File: config.mk
export PLATFORM = sky130hd
export DESIGN_NAME = id_ex_stage
export DESIGN_NICKNAME = d
export VERILOG_FILES = /design/src/rtl/id_ex_stage_pkg.sv /design/src/rtl/id_ex_stage_hazard_detect.sv /design/src/rtl/id_ex_stage.sv
export SDC_FILE = /design/constraint.sdc
export NUM_CORES = 1
export LEC_CHECK = 0
export BUFFER_PORTS_ARGS = -buffer_cell sky130_fd_sc_hd__buf_4
export CORE_AREA = 3 3 126 128
export CTS_BUF_LIST = sky130_fd_sc_hd__clkbuf_4 sky130_fd_sc_hd__clkbuf_8 sky130_fd_sc_hd__clkbuf_16
export DETAILED_ROUTE_END_ITERATION = 7
export DIE_AREA = 0 0 129 131
export PLACE_DENSITY = 0.65
export SETUP_SLACK_MARGIN = 0.4
export SYNTH_ARGS = -nofsm -noshare
export SYNTH_HDL_FRONTEND = slang
export SYNTH_SLANG_ARGS = --single-unit
File: constraint.sdc
create_clock -name clk -period 3.6 [get_ports clk]
set_clock_uncertainty 0.05 [all_clocks]
set_input_delay 1.08 -clock clk [delete_from_list [all_inputs] [get_ports clk]]
set_output_delay 1.08 -clock clk [all_outputs]
set_load 0.02 [all_outputs]
File: src/rtl/id_ex_stage_pkg.sv
// Shared pipeline definitions: control-bundle bit positions used by the decoder and the ID/EX register.
package id_ex_stage_pkg;

  localparam int EX_W  = 2;
  localparam int M_W   = 3;
  localparam int WB_W  = 2;
  localparam int REG_W = 5;

  localparam int EX_REG_DST    = 1;
  localparam int EX_ALU_SRC    = 0;
  localparam int M_BRANCH      = 2;
  localparam int M_MEM_READ    = 1;
  localparam int M_MEM_WRITE   = 0;
  localparam int WB_MEM_TO_REG = 1;
  localparam int WB_REG_WRITE  = 0;

endpackage

File: src/rtl/id_ex_stage_hazard_detect.sv
// Load-use hazard detection between the load in EX and the instruction in ID.
// Combinational; a load into register 0 never creates a hazard.
module hazard_detect
  import id_ex_stage_pkg::*;
(
  input  logic             ex_mem_read,
  input  logic [REG_W-1:0] ex_rt,
  input  logic [REG_W-1:0] id_rs,
  input  logic [REG_W-1:0] id_rt,
  input  logic             id_reg_dst,
  input  logic             id_mem_write,
  input  logic             id_branch,
  output logic             hazard
);

  logic rt_is_source;

  // rt is read as a source by R-type, store and branch instructions
  assign rt_is_source = id_reg_dst | id_mem_write | id_branch;

  assign hazard = ex_mem_read & (ex_rt != '0) &
                  ((ex_rt == id_rs) | ((ex_rt == id_rt) & rt_is_source));

endmodule

File: src/rtl/id_ex_stage.sv
// ID/EX pipeline register with load-use stall and flush bubble insertion.
// One-cycle latency; bubbles are counted in a saturating counter.
module id_ex_stage
  import id_ex_stage_pkg::*;
#(
  parameter int DATA_W = 32,
  parameter int CNT_W  = 16
) (
  input  logic              clk,
  input  logic              reset,
  input  logic [EX_W-1:0]   id_ex,
  input  logic [M_W-1:0]    id_m,
  input  logic [WB_W-1:0]   id_wb,
  input  logic [DATA_W-1:0] id_rs_data,
  input  logic [DATA_W-1:0] id_rt_data,
  input  logic [DATA_W-1:0] id_imm,
  input  logic [DATA_W-1:0] id_pc4,
  input  logic [REG_W-1:0]  id_rs,
  input  logic [REG_W-1:0]  id_rt,
  input  logic [REG_W-1:0]  id_rd,
  input  logic              flush,
  output logic [EX_W-1:0]   ex_ex,
  output logic [M_W-1:0]    ex_m,
  output logic [WB_W-1:0]   ex_wb,
  output logic [DATA_W-1:0] ex_rs_data,
  output logic [DATA_W-1:0] ex_rt_data,
  output logic [DATA_W-1:0] ex_imm,
  output logic [DATA_W-1:0] ex_pc4,
  output logic [REG_W-1:0]  ex_rs,
  output logic [REG_W-1:0]  ex_rt,
  output logic [REG_W-1:0]  ex_rd,
  output logic [REG_W-1:0]  ex_dest,
  output logic              stall,
  output logic              pc_write,
  output logic              if_id_write,
  output logic [CNT_W-1:0]  bubble_count
);

  logic hazard;
  logic bubble;

  hazard_detect u_hazard_detect (
    .ex_mem_read  (ex_m[M_MEM_READ]),
    .ex_rt        (ex_rt),
    .id_rs        (id_rs),
    .id_rt        (id_rt),
    .id_reg_dst   (id_ex[EX_REG_DST]),
    .id_mem_write (id_m[M_MEM_WRITE]),
    .id_branch    (id_m[M_BRANCH]),
    .hazard       (hazard)
  );

  // A flush already discards the ID instruction, so it masks the stall
  assign stall       = hazard & ~flush;
  assign pc_write    = ~stall;
  assign if_id_write = ~stall;
  assign bubble      = flush | hazard;

  assign ex_dest = ex_ex[EX_REG_DST] ? ex_rd : ex_rt;

  always_ff @(posedge clk) begin
    if (reset || bubble) begin
      ex_ex      <= '0;
      ex_m       <= '0;
      ex_wb      <= '0;
      ex_rs_data <= '0;
      ex_rt_data <= '0;
      ex_imm     <= '0;
      ex_pc4     <= '0;
      ex_rs      <= '0;
      ex_rt      <= '0;
      ex_rd      <= '0;
    end else begin
      ex_ex      <= id_ex;
      ex_m       <= id_m;
      ex_wb      <= id_wb;
      ex_rs_data <= id_rs_data;
      ex_rt_data <= id_rt_data;
      ex_imm     <= id_imm;
      ex_pc4     <= id_pc4;
      ex_rs      <= id_rs;
      ex_rt      <= id_rt;
      ex_rd      <= id_rd;
    end
  end

  always_ff @(posedge clk) begin
    if (reset) begin
      bubble_count <= '0;
    end else if (bubble && (bubble_count != '1)) begin
      bubble_count <= bubble_count + CNT_W'(1);
    end
  end

endmodule

* Word level (Yosys, flattened, before mapping)
Cells that the tools add are included.
** Cells by class
- Equal/unequal tests :: 3
- Muxes and demuxes :: 1
- $lt $le $gt $ge :: 0
- Reduce and logical (&&, ||, !) cells :: 3
- Divide/modulo/power cells :: 0
- Multiply operators :: 0
- Shift-type cells :: 0
- Bitwise gates (word level) :: 10
- Add/sub/neg operators :: 1
** Operators by type and width (count)
- 16-bit by 1-bit adder with 16-bit output (second input constant) :: 1
- 16-bit inequality test (second input constant) :: 1
- 5-bit == test :: 2
- 5-bit 2-to-1 mux :: 1
- 5-bit nonzero test :: 1
- 1-bit bitwise AND :: 4
- 1-bit bitwise OR :: 4
- 1-bit inverter :: 2
- 1-bit logical AND :: 1
- 1-bit logical OR :: 1
** Storage, ports and cells
- Register bits after elaboration :: 166
- Word-level logic and storage cells :: 29
- Input bits :: 153
- Output and inout port bits :: 174
- Bits in latches :: 0
- Memories :: 0
- Bits in writable memories :: 0
- Bits in read-only memories :: 0

* Depth between registers and ports, before layout
- Word-level depth :: 7
- Gate-level depth with buffers :: 8
- Gate-level depth less buffers :: 6

* By module
Synthesis repeated with hierarchy kept, for this count alone.
** Second synthesis, totals
- Cell total of the unflattened synthesis :: 440
- Area total of the unflattened synthesis :: 5057.4 um^2
** By module, submodules not included
- id_ex_stage :: area each 4921.0 um^2, times used 1, cells an instance 423, sequential area each 3323.2 um^2
- hazard_detect :: area each 136.4 um^2, times used 1, cells an instance 17, sequential area each 0.0 um^2

* Worst setup path after synthesis
No wires, ideal clock.
- Path kind :: input -> output
- From :: input id_rt[3]
- To :: output pc_write
- Data arrival time :: 2.378 ns
- Buffers on the path :: 1
- Stages :: 5
- Setup slack :: 0.092 ns
- Data required time :: 2.470 ns
- Path through :: xor2_1 -> nor4_2 -> a22oi_1 -> or3_1 -> buf_4
** On the way
- Longest elaborated chain between the ends :: 6
** RTL lines
- from (decl) :: line id_ex_stage.sv:19 : input logic [REG_W-1:0] id_rt,
- 5-bit == test :: line id_ex_stage_hazard_detect.sv:22 : ((ex_rt == id_rs) | ((ex_rt == id_rt) & rt_is_source));
- 1-bit bitwise AND :: line id_ex_stage_hazard_detect.sv:22
- 1-bit bitwise OR :: line id_ex_stage_hazard_detect.sv:22
- 1-bit bitwise AND :: line id_ex_stage_hazard_detect.sv:21 : assign hazard = ex_mem_read & (ex_rt != '0) &
- 1-bit bitwise AND :: line id_ex_stage.sv:54 : assign stall = hazard & ~flush;
- 1-bit inverter
- to (decl) :: line id_ex_stage.sv:34 : output logic pc_write,
No other way between the ends.

* Worst setup path after layout
- From :: input id_rt[0]
- To :: output pc_write
** On the way
- Longest elaborated chain between the ends :: 6
** RTL lines
- 5-bit == test :: line id_ex_stage_hazard_detect.sv:22
- 1-bit bitwise AND :: line id_ex_stage_hazard_detect.sv:22
- 1-bit bitwise OR :: line id_ex_stage_hazard_detect.sv:22
- 1-bit bitwise AND :: line id_ex_stage_hazard_detect.sv:21
- 1-bit bitwise AND :: line id_ex_stage.sv:54
- 1-bit inverter :: line id_ex_stage.sv:55 : assign pc_write = ~stall;
No other way between the ends.

==> qor.yml <==
top_level_ports: 327
layout.nets: 924
cp_max_fo: 3
post_dp_cell_area_sq_um: 7720
synth_edf_count: 0
rows: 45
drc: 0
cts_root_buf: "clkbuf_16"
core_sq_um: 15000
wl_mm: 15.3
slew_headroom: 0.288
clock_latency_ps: 420
htreeDepth: 4
grt_antenna_before_repair: 0
static-leakage-power_nw: 4.01
port_buffers: 326
ys_seq_area_frac: 0.643
cpLargestDelayFamily: "simple AND/OR/NAND/NOR gates"
ant_nets: 0
multi_input_area_sq_um: 1700
finish.utilization: 0.560
cp_cell_sequence: "buf_8, xor2_4, nor4_4, buf_4, a22oi_2, or3_4, buf_4"
grt_max_degree: 96
slowest_stage: "or3_4"
vias_per_cell: 4.30
cts_buffer_depth: 2
diodes: 0
period_needed_ps: 3570
design_area_sq_um: 8380
fp.dieH_um: 131
overflow: 0
fin_ws_ps: 29.6
syn-cell-area_sq_um: 5160
cts.sinks: 166
dieWidth_um: 129
cts_tree: "built"
cp-start-kind: "input pin"
area_growth_pct: 62.3
crit_top_cell: "buf_4"
start_util: 0.345
rsz0062_at_grt: "true"
die_area_sq_um: 16900
yosys_warnings: 0
finalMaxSlewViolations: 0
layout-drive-gt1-share: 0.496
grt_pass1_vias: 4245
syn_inst: 439
seq_area_sq_um: 3320
ctsHoldBuffers: 0
irDropWorstVdd_mv: 0.289
critPathKind: "in -> out"
path_clk_slew_ps: 70
track_usage: 0.174
drt-initial-drc-count: 200
period_share: 0.992
first_pass_iters: 6
worst_pin_slew_ps: 1070
cp-end-kind: "output pin"
grt_first_pass_wirelength_mm: 22.3
syn_nets: 593
fmax_mhz: 280
finalHoldViolations: 0
arrival_ps: 2440
hold_slack_ps: 469
async_flop_share: 0
wire_per_inst_um: 15.8
cap_violations: 0
vias: 4179
dpl_worst_slack_ps: -52.3
cts_buffers: 17
outcome: "complete, no violations"
hold_path.class: "reg -> reg"
globalplace.congestion: 0.814
yosys_register_bits: 166
required_ps: 2470
synth.distinct_cells: 37
fillers: 1333
crit_path_max_incr_delay_ps: 370
critPathBufInv: 3
syn_avg_cell_area_sq_um: 11.8
finalSetupViolations: 0
powerDensity_nw_per_um2: 498
power_mw: 4.17
dp.final_hpwl_mm: 11.9
ys.flop_type: "dfxtp_1"
## power breakdown
group | total, mW | leakage (nW) | switching (mW) | internal (mW)
clock | 1.78 | 0.290 | 0.744 | 1.04
combinational | 0.456 | 2.35 | 0.208 | 0.248
sequential | 1.94 | 1.36 | 0.0296 | 1.91
total | 4.17 | 4.01 | 0.982 | 3.19
## metrics by stage
step | instances | TNS, ps
after global routing | 971 | -41.8
after floorplan | 439 | 0
final | 971 | 0
after detailed placement | 936 | -105
after global placement | 936 | -17.3
after CTS | 969 | -43.2
## Yosys cell counts, types with 6 or more instances
cell	instances	area, sq um
xnor2_1	12	105
nand3_1	7	35.0
buf_6	12	135
dfxtp_1	166	3320
clkbuf_1	7	26.3
nor2_1	17	63.8
nand2_1	6	22.5
and2_1	150	938
nor3_1	7	35.0
mux2_2	6	67.6
xor2_1	10	87.6
## state kept, by name, indices dropped and copies added, names as in the netlist
| name | cells |
|---|---|
| ex_ex | 2 |
| ex_rd | 5 |
| ex_pc4 | 32 |
| ex_rs_data | 32 |
| ex_m | 3 |
| ex_rt_data | 32 |
| ex_wb | 2 |
| ex_rt | 5 |
| bubble_count | 16 |
| ex_rs | 5 |
| ex_imm | 32 |
## what timing repair did
action,4_1_cts,5_1_grt
buffers inserted,1,2
pin swaps,3,3
setup endpoints to repair,3,3
gates resized for setup,6,4
## final cells by class
type,count,area share
Sequential cell,166,0.397
Timing Repair Buffer,334,0.303
Multi-Input combinational cell,249,0.202
Clock buffer,18,0.0517
Tap cell,188,0.0281
Clock inverter,14,0.0176
Inverter,2,0.000896
## path summary, 6_finish.rpt
check	startpoint	endpoint	slack (ps)	cells past startpoint
setup / recovery	id_rt[0]	pc_write	30	7
setup reg to reg	ex_rt[0]	ex_rt_data[4]	1000	11
hold / removal	bubble_count[11]	bubble_count[11]	470	2
hold reg to reg	bubble_count[11]	bubble_count[11]	470	2
## cell usage in the layout (no fill, tap or decap), types with 4 or more instances in the layout
cell type / synthesis / final
clkbuf_16: 0 / 17
nand3_1: 7 / 7
nor3_1: 7 / 7
and2_1: 150 / 150
buf_4: 3 / 329
inv_6: 0 / 4
mux2_2: 6 / 6
nor2_1: 17 / 17
dfxtp_1: 166 / 166
clkinv_2: 0 / 5
nand2_1: 6 / 6
xnor2_1: 12 / 12
xor2_1: 10 / 8
## routing by layer
layer / share of wire / global-route usage / vias to the layer above
met1: 0.37 / 0.180 / 1915
met4: 0.017 / 0.0747 / 0
met3: 0.086 / 0.0634 / 19
met2: 0.53 / 0.315 / 202
met5: 0 / 0 / -
li1: - / - / 2043
## worst reg2reg max path: stages (launching register included)
cell      delay (ps)
dfxtp_1          580
xor2_4           140
nor4_4           310
buf_4            170
a22oi_2           70
buf_4            150
buf_4            120
buf_4            130
o21bai_4         180
nor2_4            60
buf_4            250
and2_1           270
## cell families after synthesis
| logic type | share of synthesized area |
|---|---|
| buf+inv | 0.0371 |
| fa+ha+maj | 0.00242 |
| simple gates | 0.245 |
| mux | 0.0131 |
| flops | 0.643 |
| compound gates | 0.0213 |
| xor+xnor | 0.0373 |
Note: power is estimated with default switching activity, not from simulation.
